[src/rtl/xevious_boot_ctrl.sv]
// Boot / download sequencer for the Xevious core.
//
// Accepts the HPS ioctl download stream, forwards ROM bytes to the core's
// dn_* write port, latches the two DIP switch bytes (stored active-low), and
// owns the core reset. The core is held in reset while no complete ROM set
// is present and for HOLD_CYCLES cycles after a load or a reset request. The
// hiscore engine is enabled only while the core is running.
//
// Ports:
//   clk_sys, reset                 system clock, synchronous active-high reset
//   ioctl_download/wr/index/addr/dout   HPS download stream
//   status_reset, user_button      level reset requests
//   service_sw                     service switch; its rising edge requests a reset
//   dn_wr/dn_addr/dn_data          ROM write port to the core (1-cycle latency)
//   dsw_a, dsw_b                   DIP banks, active-low
//   core_reset                     reset to the core
//   rom_ok, rom_err                result of the last ROM download
//   hs_enable                      hiscore engine may run
//   led                            high while a ROM is loading
module xevious_boot_ctrl #(
    parameter logic [7:0]  ROM_INDEX   = 8'd0,
    parameter logic [7:0]  DIP_INDEX   = 8'd254,
    parameter logic [16:0] ROM_SIZE    = 17'd69632,
    parameter int          HOLD_CYCLES = 1024
) (
    input  logic        clk_sys,
    input  logic        reset,
    input  logic        ioctl_download,
    input  logic        ioctl_wr,
    input  logic [7:0]  ioctl_index,
    input  logic [24:0] ioctl_addr,
    input  logic [7:0]  ioctl_dout,
    input  logic        status_reset,
    input  logic        user_button,
    input  logic        service_sw,
    output logic        dn_wr,
    output logic [16:0] dn_addr,
    output logic [7:0]  dn_data,
    output logic [7:0]  dsw_a,
    output logic [7:0]  dsw_b,
    output logic        core_reset,
    output logic        rom_ok,
    output logic        rom_err,
    output logic        hs_enable,
    output logic        led
);

    localparam int HW = $clog2(HOLD_CYCLES);
    localparam logic [HW-1:0] HOLD_LOAD = HW'(HOLD_CYCLES - 1);

    typedef enum logic [1:0] {
        ST_BOOT,
        ST_LOAD,
        ST_HOLD,
        ST_RUN
    } state_t;

    state_t        state_reg;
    state_t        state_next;
    logic [16:0]   count_reg;
    logic [16:0]   count_next;
    logic [HW-1:0] hold_reg;
    logic          svc_prev_reg;

    logic rom_start;
    logic svc_rise;
    logic rreq;
    logic rom_wr;
    logic rom_full;
    logic dip_wr;

    assign rom_start = ioctl_download && (ioctl_index == ROM_INDEX);
    assign svc_rise  = service_sw && !svc_prev_reg;
    assign rreq      = status_reset || user_button || svc_rise;

    // Only in-range ROM bytes received while loading are forwarded and counted.
    assign rom_wr = (state_reg == ST_LOAD) && ioctl_wr && (ioctl_index == ROM_INDEX)
                    && (ioctl_addr < {8'd0, ROM_SIZE});

    // Saturating byte count including this cycle's byte, so a byte arriving
    // in the same cycle the download ends still counts toward the length check.
    assign count_next = (rom_wr && (count_reg != ROM_SIZE)) ? count_reg + 17'd1 : count_reg;
    assign rom_full   = (count_next >= ROM_SIZE);

    assign dip_wr = ioctl_wr && (ioctl_index == DIP_INDEX) && (ioctl_addr[24:1] == 24'd0);

    always_comb begin
        state_next = state_reg;
        case (state_reg)
            ST_BOOT: begin
                if (rom_start) state_next = ST_LOAD;
            end
            ST_LOAD: begin
                if (!ioctl_download) state_next = rom_full ? ST_HOLD : ST_BOOT;
            end
            ST_HOLD: begin
                // A new download wins over a reset request in the same cycle.
                if (rom_start)                     state_next = ST_LOAD;
                else if (!rreq && hold_reg == '0)  state_next = ST_RUN;
            end
            ST_RUN: begin
                if (rom_start)  state_next = ST_LOAD;
                else if (rreq)  state_next = ST_HOLD;
            end
            default: state_next = ST_BOOT;
        endcase
    end

    always_ff @(posedge clk_sys) begin
        if (reset) begin
            state_reg    <= ST_BOOT;
            count_reg    <= '0;
            hold_reg     <= '0;
            svc_prev_reg <= service_sw;
            dn_wr        <= 1'b0;
            dn_addr      <= '0;
            dn_data      <= '0;
            dsw_a        <= 8'hFF;
            dsw_b        <= 8'hFF;
            core_reset   <= 1'b1;
            rom_ok       <= 1'b0;
            rom_err      <= 1'b0;
            hs_enable    <= 1'b0;
            led          <= 1'b0;
        end else begin
            state_reg    <= state_next;
            svc_prev_reg <= service_sw;

            // Outputs follow the state being entered so they change together.
            core_reset <= (state_next != ST_RUN);
            hs_enable  <= (state_next == ST_RUN);
            led        <= (state_next == ST_LOAD);

            // Byte counter: cleared on LOAD entry, accumulates while loading.
            if (state_next == ST_LOAD && state_reg != ST_LOAD) begin
                count_reg <= '0;
                rom_ok    <= 1'b0;
            end else if (state_reg == ST_LOAD) begin
                count_reg <= count_next;
            end

            if (state_reg == ST_LOAD && !ioctl_download) begin
                rom_ok  <= rom_full;
                rom_err <= !rom_full;
            end

            // Hold counter: reloaded on entry and on any request while holding.
            if (state_next == ST_HOLD && (state_reg != ST_HOLD || rreq)) begin
                hold_reg <= HOLD_LOAD;
            end else if (state_reg == ST_HOLD) begin
                hold_reg <= hold_reg - 1'b1;
            end

            dn_wr <= rom_wr;
            if (rom_wr) begin
                dn_addr <= ioctl_addr[16:0];
                dn_data <= ioctl_dout;
            end

            if (dip_wr) begin
                if (ioctl_addr[0]) dsw_b <= ~ioctl_dout;
                else               dsw_a <= ~ioctl_dout;
            end
        end
    end

endmodule

[config.mk]
export PLATFORM = sky130hd
export DESIGN_NAME = xevious_boot_ctrl
export DESIGN_NICKNAME = d
export VERILOG_FILES = /design/src/rtl/xevious_boot_ctrl.sv
export SDC_FILE = /design/constraint.sdc
export NUM_CORES = 1
export LEC_CHECK = 0
export CAP_MARGIN = 20
export CORE_UTILIZATION = 45
export CTS_BUF_LIST = sky130_fd_sc_hd__clkbuf_8
export DETAILED_ROUTE_END_ITERATION = 12
export PLACE_DENSITY = 0.79
export SLEW_MARGIN = 25
export SYNTH_ARGS = -nofsm -noshare
export SYNTH_HDL_FRONTEND = slang
export SYNTH_SLANG_ARGS = --single-unit
[constraint.sdc]
create_clock -name clk_sys -period 2.3 [get_ports clk_sys]
set_clock_uncertainty 0.05 [all_clocks]
set_input_delay 0.46 -clock clk_sys [delete_from_list [all_inputs] [get_ports clk_sys]]
set_output_delay 0.46 -clock clk_sys [all_outputs]
set_load 0.1 [all_outputs]
==> summary.md <==
| Metric | Value |
|---|---|
| Outcome | `finished, final reports clean` |
| Syn Inst Count | `390` |
| Slowest cell on the critical path | `nor4_4` |
| Final wirelength | `9400 um` |
| Area growth from synthesis to layout | `47.3%` |
| Worst-path fanout max | `4` |
| # clock sinks | `77` |
| Maxcap violations | `0` |
| Largest cells by area after synthesis | `dfxtp_1 46%, nand2_1 8.9%, a21oi_1 5.6%, xor2_1 4.2%, o211ai_1 3.6%` |
| Placement Cell Area | `4590 um2` |
| Multi-input gate area | `1840 um2` |
| Syn_nets | `441` |
| CTS Buf Count | `9` |
| Cell mode on critical path | `buf_4` |
| Final Hold Vio Count | `0` |
| Port Buffers | `94` |
| Total number of vias | `3356` |
| Worst setup path start | `ioctl_addr[21]` |
| Row count | `31` |
| Post-synthesis sequential area ratio | `45.7%` |
| Worst R2R Start | `count_reg[4]` |
| Slew headroom | `78.7%` |
| Worst setup EP type | `flip-flop` |
| Yosys cell types | `54` |
| Final ANT Viol Nets | `0` |
| Worst hold path type | `flip-flop to flip-flop` |
| DP Wirelength | `6680 um` |
| DRC viols | `0` |
| Die ar. | `7850 um2` |
| Worst-path cell chain | `dlygate4sd2_1 > nor3_2 > buf_4 > nand4_1 > nor4_4 > xnor2_2 > buf_4 > a2bb2oi_4 > or3b_1` |
| Crit path arrival time | `2.43 ns` |
| Min Tclk post-route | `2.26 ns` |
| Reg area | `1540 um2` |
| Final Max Slew Viols | `0` |
| Kind of critical path | `input port to flip-flop` |
| Post-synth top area share | `45.7%` |
| Hold Crit Start | `dn_addr[1]` |
| Number of global-route vias before repair | `3223` |
| Die Width | `88.6 um` |
| Cell taking the most area after synthesis | `dfxtp_1` |
| Leakage | `2.09 nW` |
| TritonCTS clock tree | `yes` |
| First-pass GRT wire length | `14800 um` |
| Critical Path Max Stage Delay | `0.38 ns` |
| Clk root buf | `clkbuf_8` |
| DR WL/cell | `15.0 um` |
| CP startpoint kind | `input port` |
| Post-route cell area | `4970 um2` |
| Setup TNS | `0 ns` |
| Initial antenna violation count | `0` |
| Initial DRT Pass Iterations | `4` |
| All-Layer GR Usage | `24.5%` |
| H-tree Lvls | `3` |
| Peak Freq | `0.443 GHz` |
| # IOs | `95` |
| Clk buf depth | `2` |
| Total Nets Final | `575` |
| Diodes inserted | `0` |
| Number of synthesized register bits | `77` |
| Mapped Area | `3380 um2` |
| Worst IR Drop VDD | `273 uV` |
| Setup violators final | `0` |
| Total global routing overflow | `0` |
| Warning count from the yosys run | `0` |
| Share of layout cells above drive strength 1 | `28.0%` |
| Worst EP required | `2.47 ns` |
| Worst slew pin tran | `0.316 ns` |
| Number of synthesized flops with an enable pin | `0` |
| Power Density | `519 nW/um2` |
| Top FF cell, synth | `dfxtp_1` |
| Largest net degree at the start of global routing | `26` |
| Synth Area per Inst | `8.66 um2` |
| Post-CTS Hold Buffers | `0` |
| Clock-pin slew on the worst setup and hold paths | `0.08 ns` |
| Post-layout util | `68.5%` |
| Filler cell count | `582` |
| Core ar. | `7250 um2` |
| Clock latency at the later pin of the worst-skew pair | `0.34 ns` |
| Vias per cell | `5.35` |
| Initial Utilization | `46.5%` |
| Iter 0 DRT Violations | `184` |
| Asr flop ratio synth | `0%` |
| Die H | `88.6 um` |
| Final GP Congestion | `0.927` |
| Crit share post-route | `98.2%` |
-- metrics by stage --
step / cells / setup WS [ns] / total power, mW / hold WS, ns
after global routing: 627 / -0.0304 / 2.68 / 0.425
after global placement: 602 / -0.487 / 1.52 / 0.390
final: 627 / 0.0425 / 2.58 / 0.402
after detailed placement: 602 / -0.558 / 1.52 / 0.394
after floorplan: 390 / 0.00938 / 1.39 / 0.438
after CTS: 625 / 0.00296 / 2.60 / 0.405
-- report_power, final --
| part | switching, mW | internal [mW] | total (mW) |
|---|---|---|---|
| logic | 0.0686 | 0.0863 | 0.155 |
| registers | 0.000311 | 1.33 | 1.33 |
| clock network | 0.489 | 0.605 | 1.09 |
-- final cells by class --
class                           instances  share of cell area, %
Clock buffer                            9                   2.49
Clock inverter                          6                   1.74
Inverter                                8                  0.604
Multi-Input combinational cell        283                   37.1
Sequential cell                        77                   31.0
Tap cell                               99                   2.49
Timing Repair Buffer                  145                   24.6
-- cells by family (layout without fill, tap and decap cells) --
| group | Yosys count | after routing | synth area share, % |
|---|---|---|---|
| simple gates | 174 | 175 | 26.8 |
| flops | 77 | 77 | 45.7 |
| buf+inv | 31 | 168 | 3.78 |
| fa+ha+maj | 3 | 3 | 1.11 |
| mux | 2 | 2 | 0.593 |
| xor+xnor | 23 | 23 | 5.97 |
| compound gates | 80 | 80 | 16.1 |
-- layer usage --
metal  global-route usage, %  part of all wire, %  vias up
met4                    9.97                 0.61        0
met3                    4.01                  3.8        7
li1                        -                    -     1654
met5                       0                    0        -
met2                    44.5                   52       99
met1                    28.5                   43     1596
-- final timing paths --
| path | endpoint | slack [ns] | cells past startpoint |
|---|---|---|---|
| hold reg to reg | dn_addr[1] | 0.40 | 2 |
| setup reg to reg | core_reset | 0.06 | 7 |
| hold / removal | dn_addr[1] | 0.40 | 2 |
| setup / recovery | core_reset | 0.04 | 9 |
-- repair_timing --
item,4_1_cts,5_1_grt
setup endpoints to repair,28,35
setup buffers,7,2
pin swaps,14,15
resized for setup,28,21
gates cloned,1,0
-- worst max-delay path, delay by kind of cell --
family / cells / cell delay [ns]
simple gates: 4 / 1.13
xor+xnor: 1 / 0.12
buf+inv: 3 / 0.56
compound gates: 1 / 0.17
-- cells in the mapped netlist, types with 4 or more instances --
master,count
nand2_1,80
xor2_1,16
a21oi_1,38
dfxtp_1,77
nand4_1,10
o211ai_1,16
inv_1,7
nor2_1,21
nor4_1,8
o21ai_2,9
and4_1,8
nor3_1,9
and3_1,5
xnor2_1,7
clkbuf_1,17
nand3_1,4
-- placed cells by master (no fill, tap or decap), drive strengths merged, types with 3 or more instances in the layout --
cell,netlist,final
a21oi,38,38
and4,8,8
inv,8,9
nand2,80,80
o211ai,16,16
and3,5,5
buf,6,98
nand2b,3,3
or4,3,3
o21ai,13,13
dlygate4sd2,0,11
nor3,9,9
nor2,21,21
dlymetal6s2s,0,3
nand3,5,5
clkdlybuf4s50,0,27
dfxtp,77,77
nand4,10,10
or4b,2,3
xnor2,7,7
clkdlybuf4s15,0,4
nor2b,3,3
nor4,11,11
xor2,16,16
clkbuf,17,11
ha,3,3
Note: power is estimated with default switching activity, not from simulation.
